[src/rtl/vc_test_mode_delay_pkg.sv]
// Shared definitions for the val/rdy test delay stage: delay-mode encodings,
// FSM state encoding and the LFSR feedback taps used by the random mode.
package vc_test_mode_delay_pkg;

    // Delay-mode encodings as presented on the delay_mode port
    typedef enum logic [1:0] {
        DELAY_MODE_FIXED  = 2'd0,
        DELAY_MODE_RANDOM = 2'd1,
        DELAY_MODE_BURST  = 2'd2,
        DELAY_MODE_RSVD   = 2'd3
    } delay_mode_e;

    // Delay FSM states
    typedef enum logic {
        STATE_IDLE  = 1'b0,
        STATE_DELAY = 1'b1
    } state_e;

    // Galois feedback mask for x^32 + x^22 + x^2 + x + 1 in right-shift form
    localparam logic [31:0] LFSR_TAPS = 32'h8020_0003;

    // Bounded random delay; an all-ones bound uses the LFSR value directly so
    // the +1 in the modulus never wraps to zero.
    function automatic logic [31:0] random_delay(input logic [31:0] lfsr_val,
                                                 input logic [31:0] max_delay);
        if (max_delay == 32'hffff_ffff)
            return lfsr_val;
        else
            return lfsr_val % (max_delay + 32'd1);
    endfunction

endpackage

[src/rtl/vc_test_mode_delay_lfsr.sv]
// Galois LFSR that advances one step per enabled cycle. A zero seed would
// lock the register at zero, so reset substitutes the value 1 in that case.
module vc_test_lfsr
    import vc_test_mode_delay_pkg::*;
#(
    parameter int                 p_nbits = 32,
    parameter logic [p_nbits-1:0] p_taps  = p_nbits'(LFSR_TAPS),
    parameter logic [p_nbits-1:0] p_seed  = p_nbits'(32'hb9b9_b9b9)
) (
    input  logic               clk,
    input  logic               reset,
    input  logic               en,
    output logic [p_nbits-1:0] out
);

    localparam logic [p_nbits-1:0] c_reset_val =
        (p_seed == '0) ? p_nbits'(1) : p_seed;

    // Shift right each enabled cycle, folding the taps in when a one falls out
    always_ff @(posedge clk) begin
        if (reset)
            out <= c_reset_val;
        else if (en)
            out <= out[0] ? ((out >> 1) ^ p_taps) : (out >> 1);
    end

endmodule

[src/rtl/vc_test_mode_delay.sv]
// Val/rdy test delay stage. Each message is held off for a delay chosen when
// it first arrives (fixed, bounded random or burst pattern) and is then passed
// straight through; the payload itself is never registered.
module vc_test_mode_delay
    import vc_test_mode_delay_pkg::*;
#(
    parameter int          p_msg_nbits = 1,
    parameter logic [31:0] p_seed      = 32'hb9b9_b9b9
) (
    input  logic                   clk,
    input  logic                   reset,
    input  logic [1:0]             delay_mode,
    input  logic [31:0]            delay_amt,
    input  logic [31:0]            burst_len,
    input  logic                   in_val,
    output logic                   in_rdy,
    input  logic [p_msg_nbits-1:0] in_msg,
    output logic                   out_val,
    input  logic                   out_rdy,
    output logic [p_msg_nbits-1:0] out_msg,
    output logic [31:0]            xfer_count
);

    state_e      state;
    state_e      state_next;
    logic [31:0] delay_cnt;
    logic [31:0] delay_cnt_next;
    logic [31:0] burst_cnt;
    logic [31:0] lfsr_out;
    logic [31:0] eff_delay;
    logic [1:0]  delay_mode_q;
    logic        ready_to_pass;
    logic        xfer;
    logic        mode_changed;

    vc_test_lfsr #(
        .p_nbits (32),
        .p_taps  (LFSR_TAPS),
        .p_seed  (p_seed)
    ) lfsr (
        .clk   (clk),
        .reset (reset),
        .en    (xfer),
        .out   (lfsr_out)
    );

    assign mode_changed = (delay_mode != delay_mode_q);

    // Delay the next message would get if it were accepted in IDLE this cycle
    always_comb begin
        eff_delay = delay_amt;
        case (delay_mode_e'(delay_mode))
            DELAY_MODE_RANDOM: eff_delay = random_delay(lfsr_out, delay_amt);
            DELAY_MODE_BURST:  eff_delay = (burst_cnt < burst_len) ? 32'd0 : delay_amt;
            default:           eff_delay = delay_amt;
        endcase
    end

    // Message may pass once its delay has run out; reset blocks any transfer
    always_comb begin
        ready_to_pass = 1'b0;
        if (!reset) begin
            if (state == STATE_IDLE)
                ready_to_pass = (eff_delay == 32'd0);
            else
                ready_to_pass = (delay_cnt == 32'd0);
        end
    end

    assign out_val = in_val  && ready_to_pass;
    assign in_rdy  = out_rdy && ready_to_pass;
    assign xfer    = out_val && out_rdy;
    assign out_msg = out_val ? in_msg : {p_msg_nbits{1'bx}};

    // Next-state and countdown logic for the IDLE/DELAY handshake FSM
    always_comb begin
        state_next     = state;
        delay_cnt_next = delay_cnt;
        case (state)
            STATE_IDLE: begin
                if (in_val && !(out_rdy && (eff_delay == 32'd0))) begin
                    state_next     = STATE_DELAY;
                    delay_cnt_next = (eff_delay != 32'd0) ? eff_delay - 32'd1 : 32'd0;
                end
            end
            STATE_DELAY: begin
                if (delay_cnt != 32'd0)
                    delay_cnt_next = delay_cnt - 32'd1;
                if (xfer)
                    state_next = STATE_IDLE;
            end
            default: begin
                state_next     = STATE_IDLE;
                delay_cnt_next = 32'd0;
            end
        endcase
    end

    // FSM state and countdown registers
    always_ff @(posedge clk) begin
        if (reset) begin
            state     <= STATE_IDLE;
            delay_cnt <= 32'd0;
        end else begin
            state     <= state_next;
            delay_cnt <= delay_cnt_next;
        end
    end

    // Previous mode, so a mode switch can restart the burst pattern
    always_ff @(posedge clk) begin
        delay_mode_q <= delay_mode;
    end

    // Position within the current burst; wraps after the stall message
    always_ff @(posedge clk) begin
        if (reset || mode_changed)
            burst_cnt <= 32'd0;
        else if (xfer && (delay_mode == DELAY_MODE_BURST))
            burst_cnt <= (burst_cnt >= burst_len) ? 32'd0 : burst_cnt + 32'd1;
    end

    // Running count of completed transfers, wrapping naturally at 2^32
    always_ff @(posedge clk) begin
        if (reset)
            xfer_count <= 32'd0;
        else if (xfer)
            xfer_count <= xfer_count + 32'd1;
    end

    // Control inputs and handshake signals must never be unknown outside reset
    assert property (@(posedge clk) disable iff (reset)
        !$isunknown({delay_mode, delay_amt, in_val, in_rdy, out_val, out_rdy}));

    // A source must keep its message valid until the delayed transfer happens
    assert property (@(posedge clk) disable iff (reset)
        (state == STATE_DELAY) |-> in_val);

endmodule

[config.mk]
export PLATFORM = sky130hd
export DESIGN_NAME = vc_test_mode_delay
export DESIGN_NICKNAME = d
export VERILOG_FILES = /design/src/rtl/vc_test_mode_delay_pkg.sv /design/src/rtl/vc_test_mode_delay_lfsr.sv /design/src/rtl/vc_test_mode_delay.sv
export SDC_FILE = /design/constraint.sdc
export NUM_CORES = 2
export LEC_CHECK = 0
export CAP_MARGIN = 20
export CORE_MARGIN = 10
export CORE_UTILIZATION = 45
export DETAILED_ROUTE_END_ITERATION = 6
export GPL_TIMING_DRIVEN = 0
export PLACE_DENSITY_LB_ADDON = 0.3
export SETUP_SLACK_MARGIN = 0.15
export SLEW_MARGIN = 25
export SYNTH_ARGS = -nofsm -noshare
export SYNTH_HDL_FRONTEND = slang
export SYNTH_SLANG_ARGS = --single-unit
[constraint.sdc]
create_clock -name clk -period 188.9 [get_ports clk]
set_input_delay 47.225 -clock clk [delete_from_list [all_inputs] [get_ports clk]]
set_output_delay 47.225 -clock clk [all_outputs]
set_load 0.05 [all_outputs]
==> flow_results.org <==
** Logic synthesis
- Total standard cell area after synthesis :: 0.0435 sq mm
- Most repeated cell in the gate-level netlist after synthesis :: sky130_fd_sc_hd__nand2_1
- Synth cell types :: 119
- Share of flip-flops with an asynchronous set or reset :: 0
- Synthesis produced a netlist with a net count of around 7000.
- Sequential share of the synthesized area :: 0.0603
- Ranking of synthesized cells by instance count :: 687 x sky130_fd_sc_hd__nand2_1, 666 x sky130_fd_sc_hd__nor2_1, 575 x sky130_fd_sc_hd__a21oi_1, 571 x sky130_fd_sc_hd__ha_1, 383 x sky130_fd_sc_hd__o21ai_0
- Among all flip-flop cells after synthesis, the most frequent one is sky130_fd_sc_hd__dfxtp_1.
- Yosys mapped a number of flops with a built-in enable equal to 0.
- Synthesized netlist cell count :: about 6400
- Syn Area/Cell :: between 6 and 7 sq um
- The biggest area contributor in the post-synthesis netlist is sky130_fd_sc_hd__ha_1.
- During synthesis, Yosys emitted a total of 0 warnings.
- Yosys attributes the largest share of cell area to sky130_fd_sc_hd__ha_1 16%, sky130_fd_sc_hd__a21oi_1 6.6%, sky130_fd_sc_hd__xnor2_1 6.2%.
- Synth Register Bits :: about 130
- Of the post-synthesis cell area, the dominant cell type holds 0.164.

** Place
- DP Wirelength :: between 150 and 200 mm
- Timing analysis after detailed placement gives a worst setup slack of -14430 ps.
- Routability-driven placement finished with a final weighted congestion of approximately 1.1.
- Summing all placed instances gives a cell area of approximately 0.047 sq mm.
- Total of buffers placed on input and output ports :: 93

** Pwr
- Of the total power, the share spent switching nets is 0.557.
- Worst ir drop on vdd :: between 5 and 6 uV
- Of the total power, combinational logic draws 0.761.
- For this design the ratio of total power to cell area is ~5.3 mW/mm^2.
- Of the total power, registers draw 0.116.
- The share of total power dissipated in the clock network is 0.123.
- Switching pwr :: approximately 0.15 mW
- Internal power summed over all cells :: 0.116 mW
- For this design the static power due to leakage is 20.2 nW.

** CTS
- Number of buffers on the longest clock path :: 2
- CTS tree :: done
- After clock tree synthesis, the clock-pin slew on the worst setup and hold paths is roughly 60 ps.
- For the worst-skew pair, the clock arrives at the later sink with an insertion delay of 440 ps.
- Hold repair after CTS inserted 0 buffers.
- CTS sink cnt :: 131
- Deepest level of the CTS H-tree :: 4
- Buffer type at the clock tree root :: sky130_fd_sc_hd__clkbuf_16
- The number of clock buffers added by TritonCTS is 17.

** Outcome
- Status :: finished, violations left
- The final reports fail on DRC.

** Setup path
- The worst setup path is captured at an output port.
- Max stage delay on crit path :: 880 ps
- Along the worst path, the maximum fanout reaches 29.
- The worst setup path is launched from an input port.
- The worst setup path is of the input port to output port kind.
- CP most frequent cell :: sky130_fd_sc_hd__ha_1
- Required time reported for the critical path endpoint :: 141670 ps
- Buffering stage count on the worst path with inverters included :: 58
- Grouping stages by cell kind, the critical path spends the most delay in compound AO/OA/AOI/OAI gates.
- For this design, the slowest cell found on the critical path is sky130_fd_sc_hd__o41ai_4.
- Arr. time, crit path :: 139960 ps

** Layout
- P&R area growth vs syn :: 13.1%
- Fraction of final layout cells sized beyond drive strength 1 :: 0.102
- Once layout is complete, the utilization of the core stands at 0.515.
- For this run, the post-layout net count is 7250.
- Design area :: between 0.04 and 0.05 sq mm
- The layout has a little under 10000 filler cells.

** Routing
- Total Wirelength :: about 230 mm
- Dividing the detail-routed wire length by the instance count gives 29.7 um.
- Number of vias in the routed layout :: 55573
- After detailed routing, the number of remaining DRC violations is 2.
- 1st-pass router iterations :: 7
- Violation count after the first detailed-routing iteration :: ~7700
- Number of vias per cell :: approximately 7
- The count of nets left with antenna violations once routing finished came out at 0.

** Floorplanning
- Die boundary height :: around 330 um
- From left edge to right edge, the die measures roughly 330 um.
- Starting density of the core :: 0.456
- approximately 110 I/O pins were placed.
- Overall die area :: about 0.11 sq mm
- Core ar. :: 0.0954 sq mm
- Number of core rows :: 113

** STA
- At the pin with the least slew margin, the transition time is about 1300 ps.
- The smallest clock period supported by the final layout is computed as 187190 ps.
- The count of pins over their slew limit is 0.
- Between clock sinks in the finished design, the worst skew comes to between 20 and 25 ps.
- Timing would allow up to ~0.0053 GHz.
- Post-route worst setup slack :: approximately 1700 ps
- Worst slew margin relative to its limit :: 0.140
- Number of endpoints failing setup at the final stage :: 0
- The final number of hold-violating endpoints is 0.
- Dividing the final minimum period by the clock period gives 0.991.

** GRT
- The initial antenna violation count came to 8.
- Maximum number of pins on one net before global-route repair :: 34
- Met1 routing resource usage after global routing :: 0.518
- The first global-routing pass estimated 331 mm of wire.
- Across every metal layer, demand over resource in global routing totals 0.400.
- Aggregate global routing overflow :: 0
- met2 is the most crowded layer.
- Met2 Use GR :: 0.574
- The number of global-route vias before repair came to slightly below 50000.
- In the global route stage, met3 resource usage came out at 0.105.

** Hold path
- Classification of the worst-slack hold path :: flop to flop

** Run
- Max-cap violations :: 0
[placed cells by master (no fill, tap or decap), drive strengths merged, types with 25 or more instances in the layout]
| master | synthesis | routed |
|---|---|---|
| or3 | 64 | 64 |
| xor2 | 165 | 165 |
| o31a | 28 | 28 |
| nand2 | 688 | 688 |
| o211ai | 112 | 112 |
| a211oi | 87 | 87 |
| and2 | 51 | 51 |
| a221oi | 32 | 32 |
| nor3 | 202 | 202 |
| clkbuf | 164 | 181 |
| o21ai | 401 | 401 |
| mux2 | 45 | 45 |
| nor2b | 47 | 47 |
| a22oi | 25 | 25 |
| o22ai | 41 | 41 |
| nand3b | 40 | 40 |
| ha | 571 | 571 |
| or2 | 39 | 39 |
| dfxtp | 131 | 131 |
| a21boi | 26 | 26 |
| nand3 | 207 | 207 |
| o21bai | 58 | 58 |
| nor2 | 673 | 673 |
| a21oi | 577 | 577 |
| nand2b | 59 | 59 |
| a211o | 27 | 27 |
| buf | 109 | 213 |
| and3 | 89 | 89 |
| o21a | 109 | 109 |
| a31oi | 99 | 99 |
| inv | 236 | 241 |
| nand4 | 120 | 120 |
| nor4 | 72 | 72 |
| o31ai | 43 | 43 |
| a21o | 188 | 188 |
| xnor2 | 307 | 307 |
| clkdlybuf4s50 | 0 | 86 |
| and4 | 31 | 31 |
[final timing paths]
kind	start	endpoint	slack, ps	cells after the start
min reg2reg	delay_cnt[1]	delay_cnt[1]	490	2
max reg2reg	lfsr.out[31]	lfsr.out[22]	99360	338
min	delay_cnt[1]	delay_cnt[1]	490	2
max	delay_amt[0]	in_rdy	1710	351
[cell type report]
class                           count  area (sq um)  share of cell area
Timing Repair Buffer              197          2140              0.0436
Clock inverter                     13           128             0.00260
Clock buffer                       18           429             0.00873
Multi-Input combinational cell   5751         40000               0.813
Sequential cell                   131          2620              0.0533
Tap cell                         1265          1580              0.0322
Inverter                          237           897              0.0182
Antenna cell                        6          15.0            0.000305
Buffer                            272          1390              0.0282
[routing by layer]
| layer | vias to the layer above | part of all wire |
|---|---|---|
| li1 | 24534 | - |
| met1 | 26002 | 0.39 |
| met2 | 4038 | 0.39 |
| met3 | 991 | 0.13 |
| met4 | 8 | 0.084 |
| met5 | - | 0.00022 |
[worst min-delay path, cell delays in order (launching register included)]
cell                       delay [ps]
sky130_fd_sc_hd__dfxtp_1          300
sky130_fd_sc_hd__inv_1             70
sky130_fd_sc_hd__a211oi_1          60
[stage by stage]
stage	setup TNS (ps)	total power, mW	hold WS (ps)	instances
after detailed placement	-28860	0.214	476	7807
after floorplan	0	0.156	444	6393
after CTS	0	0.250	486	7849
after global placement	-46580	0.211	470	7751
after global routing	-488	0.274	525	7884
final	0	0.263	486	7890
[cells by family (layout without fill, tap and decap cells)]
kind of cell	Yosys count	count (layout)	synth area share
flops	131	131	0.0603
other cells	0	6	0
fa+ha+maj	572	572	0.165
simple gates	2460	2460	0.278
xor+xnor	472	472	0.0951
buf+inv	511	737	0.0500
compound gates	2182	2182	0.336
mux	65	65	0.0163
[sequential cells by signal (all words and copies together) (netlist names)]
name,count
delay_mode_q,2
state,1
lfsr.out,32
delay_cnt,32
xfer_count,32
burst_cnt,32
[repair_timing]
| item | in CTS | in global routing |
|---|---|---|
| setup buffers | 13 | 34 |
| setup endpoints to repair | 2 | 2 |
| resized for setup | 155 | 165 |
| pin swaps | 7 | 20 |
[power groups by stage]
stage / logic, mW / registers [mW] / clock network [mW]
after global placement: 0.180 / 0.0310 / 0
after global routing: 0.209 / 0.0307 / 0.0337
final: 0.200 / 0.0306 / 0.0323
after CTS: 0.187 / 0.0305 / 0.0324
after detailed placement: 0.183 / 0.0311 / 0
after floorplan: 0.126 / 0.0303 / 0
Note: power is estimated with default switching activity, not from simulation.
